[src/rtl/debounce_scheduler.sv]
// debounce_scheduler
//   Debounces a bank of WIDTH raw button/switch inputs with a single shared
//   hold counter. A round-robin scheduler grants the counter to one input whose
//   registered raw value differs from its debounced value. The new value is
//   committed once that input has stayed stable for N cycles, and a one-cycle
//   press or release pulse is emitted at the same time.
//
// Ports
//   clk            system clock, rising edge
//   sys_rst        synchronous active-high reset
//   org            raw (bouncing, asynchronous) inputs
//   debounced      committed stable values
//   press_pulse    one-cycle pulse per bit on a 0->1 commit
//   release_pulse  one-cycle pulse per bit on a 1->0 commit
//   busy           high while the counter is granted to an input
//   grant_idx      index owning the counter, 0 when idle
module debounce_scheduler #(
    parameter  int N     = 20,
    parameter  int WIDTH = 4,
    localparam int IW    = (WIDTH > 1) ? $clog2(WIDTH) : 1,
    localparam int CW    = (N > 1) ? $clog2(N) : 1
) (
    input  logic             clk,
    input  logic             sys_rst,
    input  logic [WIDTH-1:0] org,
    output logic [WIDTH-1:0] debounced,
    output logic [WIDTH-1:0] press_pulse,
    output logic [WIDTH-1:0] release_pulse,
    output logic             busy,
    output logic [IW-1:0]    grant_idx
);

    typedef enum logic {
        IDLE = 1'b0,
        HOLD = 1'b1
    } state_t;

    state_t           state_q, state_d;
    logic [WIDTH-1:0] org_reg;
    logic [WIDTH-1:0] pending;
    logic [IW-1:0]    idx_q, idx_d;
    logic [IW-1:0]    rr_last_q, rr_last_d;
    logic [IW-1:0]    pick;
    logic             v_q, v_d;
    logic [CW-1:0]    cnt_q, cnt_d;
    logic [WIDTH-1:0] debounced_d;
    logic [WIDTH-1:0] press_d;
    logic [WIDTH-1:0] release_d;

    // First pending bit strictly after 'last', wrapping modulo WIDTH. The last
    // granted index is therefore always the lowest priority.
    function automatic logic [IW-1:0] rr_pick(input logic [WIDTH-1:0] p,
                                              input logic [IW-1:0]    last);
        logic [IW-1:0] r;
        logic          hit;
        int            j;
        r   = '0;
        hit = 1'b0;
        for (int off = 1; off <= WIDTH; off++) begin
            j = (int'(last) + off) % WIDTH;
            if (!hit && p[IW'(j)]) begin
                hit = 1'b1;
                r   = IW'(j);
            end
        end
        return r;
    endfunction

    assign pending   = org_reg ^ debounced;
    assign pick      = rr_pick(pending, rr_last_q);
    assign busy      = (state_q == HOLD);
    assign grant_idx = (state_q == HOLD) ? idx_q : '0;

    always_comb begin
        state_d     = state_q;
        idx_d       = idx_q;
        v_d         = v_q;
        cnt_d       = cnt_q;
        rr_last_d   = rr_last_q;
        debounced_d = debounced;
        press_d     = '0;
        release_d   = '0;
        case (state_q)
            IDLE: begin
                if (|pending) begin
                    idx_d     = pick;
                    v_d       = org_reg[pick];
                    cnt_d     = '0;
                    rr_last_d = pick;
                    state_d   = HOLD;
                end
            end
            HOLD: begin
                if (org_reg[idx_q] != v_q) begin
                    // Input moved during the hold window: drop the grant.
                    cnt_d   = '0;
                    state_d = IDLE;
                end else if (cnt_q == CW'(N - 1)) begin
                    debounced_d[idx_q] = v_q;
                    press_d[idx_q]     = v_q;
                    release_d[idx_q]   = ~v_q;
                    cnt_d              = '0;
                    state_d            = IDLE;
                end else begin
                    cnt_d = cnt_q + CW'(1);
                end
            end
            default: begin
                state_d = IDLE;
            end
        endcase
    end

    always_ff @(posedge clk) begin
        if (sys_rst) begin
            state_q       <= IDLE;
            org_reg       <= '0;
            idx_q         <= '0;
            rr_last_q     <= IW'(WIDTH - 1);
            v_q           <= 1'b0;
            cnt_q         <= '0;
            debounced     <= '0;
            press_pulse   <= '0;
            release_pulse <= '0;
        end else begin
            state_q       <= state_d;
            org_reg       <= org;
            idx_q         <= idx_d;
            rr_last_q     <= rr_last_d;
            v_q           <= v_d;
            cnt_q         <= cnt_d;
            debounced     <= debounced_d;
            press_pulse   <= press_d;
            release_pulse <= release_d;
        end
    end

endmodule

[config.mk]
export PLATFORM = sky130hd
export DESIGN_NAME = debounce_scheduler
export DESIGN_NICKNAME = d
export VERILOG_FILES = /design/src/rtl/debounce_scheduler.sv
export SDC_FILE = /design/constraint.sdc
export NUM_CORES = 1
export LEC_CHECK = 0
export ABC_AREA = 1
export BUFFER_PORTS_ARGS = -buffer_cell sky130_fd_sc_hd__buf_4
export CAP_MARGIN = 10
export CORE_ASPECT_RATIO = 1.4
export CORE_MARGIN = 2
export CORE_UTILIZATION = 59
export CTS_BUF_LIST = sky130_fd_sc_hd__clkbuf_8
export DETAILED_ROUTE_END_ITERATION = 10
export GPL_ROUTABILITY_DRIVEN = 0
export PLACE_DENSITY = 0.86
export SYNTH_ARGS = -nofsm -noshare
export SYNTH_HDL_FRONTEND = slang
export SYNTH_SLANG_ARGS = --single-unit
[constraint.sdc]
create_clock -name clk -period 1.8 [get_ports clk]
set_input_delay 0.09 -clock clk [delete_from_list [all_inputs] [get_ports clk]]
set_output_delay 0.09 -clock clk [all_outputs]
set_load 0.05 [all_outputs]
=== Word level (Yosys, flattened, before mapping) ===
Cells that the tools add are included.

* Add/sub/neg operators: 5
* Multipliers: 0
* Divide/modulo/power cells: 0
* Magnitude comparators: 7
* Equal/unequal tests: 3
* Shifts and indexed selects: 0
* Muxes and demuxes: 35
* Bitwise logic cells: 7
* Reduce and logical (&&, ||, !) cells: 11

{| class="wikitable"
|+ Operators by type and width
! kind !! number
|-
| $mux 1 || 17
|-
| $lt 2x4->1 const B || 4
|-
| $mux 5 || 3
|-
| $bmux 1 s2 || 6
|-
| $mux 2 || 5
|-
| $pmux 5 s2 || 1
|-
| $and 4x4->4 || 2
|-
| $reduce_or 4->1 || 2
|-
| $lt 2x3->1 const B || 2
|-
| $add 5x1->5 const B || 1
|-
| $eq 5x5->1 const B || 1
|-
| $add 2x1->2 const B || 2
|-
| $add 2x2->2 const B || 2
|-
| $bwmux 4 || 1
|-
| $logic_and 1x1->1 || 4
|-
| $not 1->1 || 4
|-
| $xor 4x4->4 || 1
|-
| $logic_not 1->1 || 3
|-
| $reduce_and 3->1 || 1
|-
| $demux 1 s2 || 1
|-
| $ge 2x1->1 const B || 1
|-
| $ne 2x2->1 const B || 1
|-
| $pmux 1 s2 || 1
|-
| $reduce_and 2->1 || 1
|-
| $ne 1x1->1 || 1
|}

* Flip-flop bits (word level): 27
* Bits in latches: 0
* RAM bits: 0
* ROM bits: 0
* Input port bits: 6
* Logic and storage cells: 77
* Memories kept: 0

=== Depth between registers and ports, before layout ===
* Word-level depth: 16
* Mapped depth: 15
* Mapped depth without buffers: 15

=== Worst setup path after synthesis ===
No wires, ideal clock.

* Path type: flip-flop to flip-flop
* Start point: register debounced[0]
* End point: register v_q
* Arrival time: 1701 ps
* Data required time: 1687 ps
* Path slack: -14 ps
* Stages on the path, launching flop included: 16
* Path buffers: 0
* Period minus slack after synthesis: 1814 ps
* Path through: dfxtp_1 inv_1 nand2_1 nand2_1 nand2_1 nand3_2 nand2_4 nand2_1 nand2_1 nand2_1 nand2_2 nand2_2 nand2_1 nand3_1 nand3_1 nand2_1

* Word-level cells in the longest chain between the ends: 16
* Elaborated cells on any way between the ends: 30
* Those cells by class: 21 x mux; 1 x bitwise; 8 x reduce/logical

{| class="wikitable"
|+ RTL lines
! what !! RTL line !! source
|-
| from (decl) || 26 || <nowiki>output logic [WIDTH-1:0] debounced,</nowiki>
|-
| from (signal assigned) || 132 || <nowiki>debounced <= debounced_d;</nowiki>
|-
| $xor 4x4->4 (*) || 69 || <nowiki>assign pending = org_reg ^ debounced;</nowiki>
|-
| $bmux 1 s2 || 61 || <nowiki>if (!hit && p[IW'(j)]) begin</nowiki>
|-
| $mux 1 (not written as such) (2 in a row) || 61 ||
|-
| $mux 1 || 61 ||
|-
| $logic_not 1->1 || 61 ||
|-
| $logic_and 1x1->1 || 61 ||
|-
| $mux 1 || 61 ||
|-
| $logic_not 1->1 || 61 ||
|-
| $logic_and 1x1->1 || 61 ||
|-
| $mux 1 || 61 ||
|-
| $logic_not 1->1 || 61 ||
|-
| $logic_and 1x1->1 || 61 ||
|-
| $mux 2 || 61 ||
|-
| $bmux 1 s2 || 87 || <nowiki>v_d = org_reg[pick];</nowiki>
|-
| $mux 1 (not written as such) || 87 ||
|-
| to (signal assigned) || 130 || <nowiki>v_q <= v_d;</nowiki>
|-
| to (decl) || 44 || <nowiki>logic v_q, v_d;</nowiki>
|}

Every way passes the cells marked *; elsewhere a longest branch is shown, timed or not. The select of a mux whose other input is x is not followed.
A chain may end at the register's enable or synchronous reset.

=== Worst setup path after layout ===
* Start point: register idx_q[0]
* End point: register debounced[0]

* Word-level cells in the longest chain between the ends: 5
* Elaborated cells on any way between the ends: 11
* Those cells by class: 2 x order compare; 1 x eq/ne; 5 x mux; 1 x bitwise; 2 x reduce/logical

{| class="wikitable"
|+ RTL lines
! what !! RTL line !! source
|-
| from (decl) || 41 || <nowiki>logic [IW-1:0] idx_q, idx_d;</nowiki>
|-
| from (signal assigned) || 128 || <nowiki>idx_q <= idx_d;</nowiki>
|-
| $lt 2x3->1 (not written as such), or another cell as far along || 99 || <nowiki>debounced_d[idx_q] = v_q;</nowiki>
|-
| $logic_and 1x1->1 (not written as such) / $mux 1 (equally long branches) || 99, 94 ||
|-
| $mux 1 (not written as such) / $ne 1x1->1 (equally long branches) || 99, 94 ||
|-
| $demux 1 s2 / $not 1->1 (equally long branches) || - ||
|-
| $bwmux 4 / $reduce_and 3->1 (equally long branches) || - ||
|}

Several ways; a longest one is shown, not always the timed one. The select of a mux whose other input is x is not followed.

==> results by group <==
Outcome
  • Status: finished, final reports clean

Floorplanning
  • Die Y: approximately 63 um
  • Initial Util: between 60% and 70%
  • Row Count: 21
  • Core Area: 2390 um^2
  • I/O Pins: 21
  • Die width: 46.3 um
  • Die area: 2920 um^2

CTS
  • Clk_lat worst skew: 0.27 ns
  • CTS clock-pin slew for the worst setup and hold paths: 0.09 ns
  • Htree depth: 1
  • CTS tree: built
  • Clock buffer depth: 2
  • CTS Root Cell: clkbuf_8
  • Sink Count: 27
  • Number of clock buffers inserted by TritonCTS: 3
  • Postcts setup bufs: 0

Setup path
  • Arr. time, crit path: 1.90 ns
  • Slowest cell on the critical path: dfxtp_1
  • Worst R2R Setup Slack: 0.07 ns
  • Worst R2R End: debounced[0]
  • Worst path cell trace: nor3_1 > a31oi_1 > o21ai_1 > xor2_1 > nand2_1 > nor2_4 > nand3_1 > nand2_1 > nand2_1
  • Crit end category: register
  • Reg2Reg Depth: 9
  • CP Data Required Time: 1.97 ns
  • Most frequent CP cell: nand2_1
  • Crit Reg-Reg Startpoint: idx_q[0]
  • Crit path buf inv count: 0
  • Critical path type: register to register
  • Top delay family on crit path: simple AND/OR/NAND/NOR gates
  • Crit Path Max Fanout: 8
  • Worst path max stage delay: 0.48 ns
  • Crit start category: register

Final layout
  • Largest register by flop count: cnt_q
  • Filler cells: 199
  • Share of cells above drive strength 1: 20.2%
  • Commonest non-fill, non-tap cells in the layout: 61 x nand2_1, 31 x inv_1, 28 x nand3_1
  • Max reg flops: 5
  • Area delta synth->final: 15.6%
  • Post-layout util: slightly above 70%
  • Final nets: 246
  • Diode count: 0
  • Most common cell after layout, fill and taps aside: nand2_1

Global route
  • First-pass GRT wire length: 5.49 mm
  • GRT Overall Usage: between 20% and 30%
  • Vias in the first global route: 1403
  • Initial antenna violation count: 0
  • Grt total ovfl: 0
  • Largest net degree at the start of global routing: 19

Timing
  • Period minus WS final: 1.73 ns
  • Post-route setup TNS: 0 ns
  • Period utilisation layout: 96.1%
  • Pins Over Slew Limit: 0
  • Hold_ws: 0.0131 ns
  • Slew Limit Headroom: between 70% and 80%
  • Final hold viol count: 0
  • Least-Margin Pin Slew: 0.355 ns
  • Layout Skew: 0.00401 ns
  • Fmax: 578 MHz
  • # setup viols final: 0

Route
  • Post-DR vias/cell: 5.17
  • Routed length per instance: 11.5 um
  • DRT Pass-1 Iters: 4
  • Via Count: 1407
  • Final WL: 3.14 mm
  • # DRC: 0
  • First DRT Iteration DRCs: 52
  • Post-route ant nets: 0

Synthesis
  • Synth Instances: 217
  • Leading area contributor after synthesis: dfxtp_1
  • EDFF count, synth: 0
  • Post-Syn Area per Cell: between 6 and 7 um^2
  • Area share of the largest cell type after synthesis: 36.6%
  • Ys async rst share: 0%
  • Most common flop cell mapped by yosys: dfxtp_1
  • Netlist cell types: 28
  • Register area share after synthesis: 36.6%
  • Synth Register Bits: 27
  • Yosys warnings: 0
  • Post-synth design cell area: about 1500 um^2
  • Post-synthesis net count: ~220
  • Synth top area cells: dfxtp_1 37%, nand2_1 16%, nand3_1 9.5%, inv_1 7.9%, nor2_1 5.1%

Power
  • Power, Total: 0.00201 W
  • Power Dens Cells: 1180 nW/um^2
  • Pleak: 0.865 nW
  • Max IR drop VDD: 0.000726 V

Min path
  • Hold Path Depth: 3
  • Hold path start: org[3]
  • Hold endpoint: org_reg[3]
  • Hold Path Class: input port to register

Run
  • Max-Cap Viols: 0

Placement
  • Hpwl dp: 2.38 mm
  • Input/output buffers: 20
worst register-to-register path, cell delays in order (launching register included):
cell and delay, ns:
dfxtp_1 0.48, nor3_1 0.11, a31oi_1 0.18, o21ai_1 0.11, xor2_1 0.13, nand2_1 0.13
nor2_4 0.21, nand3_1 0.14, nand2_1 0.08, nand2_1 0.05
worst max-delay path by stage:
stage / start / to / slack (ns) / cells past startpoint
floorplan: debounced[2] / v_q / 0.02 / 15
global placement: rr_last_q[0] / v_q / 0.19 / 11
detailed placement: rr_last_q[0] / v_q / 0.14 / 11
CTS: rr_last_q[0] / v_q / 0.13 / 11
global route: rr_last_q[0] / v_q / -0.006 / 12
finish: idx_q[0] / debounced[0] / 0.07 / 9
power breakdown:
group | internal, W | switching (W)
Combinational | 0.000335 | 0.000589
Sequential | 0.000660 | 0.0000838
Clock | 0.000157 | 0.000184
cell families (layout without fill, tap and decap cells):
group | count (synthesis) | after routing | synth area share, %
compound gates | 16 | 16 | 5.85
fa+ha+maj | 1 | 1 | 0.848
flops | 27 | 27 | 36.6
xor+xnor | 6 | 6 | 4.58
buf+inv | 39 | 60 | 12.2
simple gates | 128 | 128 | 39.9
layer usage:
layer,vias to the layer above,part of all wire (%),track usage [%]
met4,0,2.6,11.1
met5,-,0,0
met1,635,40,27.7
met2,37,54,42.7
li1,725,-,-
met3,10,3.1,3.72
area by class of cell:
class	instances	area [um^2]	area share (%)
multi-input cells	151	766	44.9
flip-flops and latches	27	548	32.1
repair buffers	23	176	10.3
inverters	33	124	7.26
well taps	34	42.5	2.49
clock buffers	3	41.3	2.42
clock inverters	1	7.51	0.440
cell usage after synthesis, drive strengths merged, types with 2 or more instances:
| cell | number |
|---|---|
| o211ai | 2 |
| nand2 | 66 |
| xnor2 | 3 |
| buf | 5 |
| nand4 | 6 |
| inv | 33 |
| xor2 | 3 |
| nand3 | 31 |
| nor2 | 23 |
| a21oi | 11 |
| dfxtp | 27 |
| o21ai | 2 |
through the flow:
step | cell area, um^2 | worst slack, ns | instances
after global placement | 1640 | 0.190 | 268
after detailed placement | 1640 | 0.142 | 268
after global routing | 1710 | -0.00614 | 272
after CTS | 1680 | 0.127 | 272
after floorplan | 1480 | 0.0226 | 217
final | 1710 | 0.0704 | 272
what timing repair did:
item                                    in CTS  in global routing
endpoints found under the setup margin       0                  4
hold buffers                                 0                  0
resized for setup                            0                  7
Power figures use the tool's default switching activity.
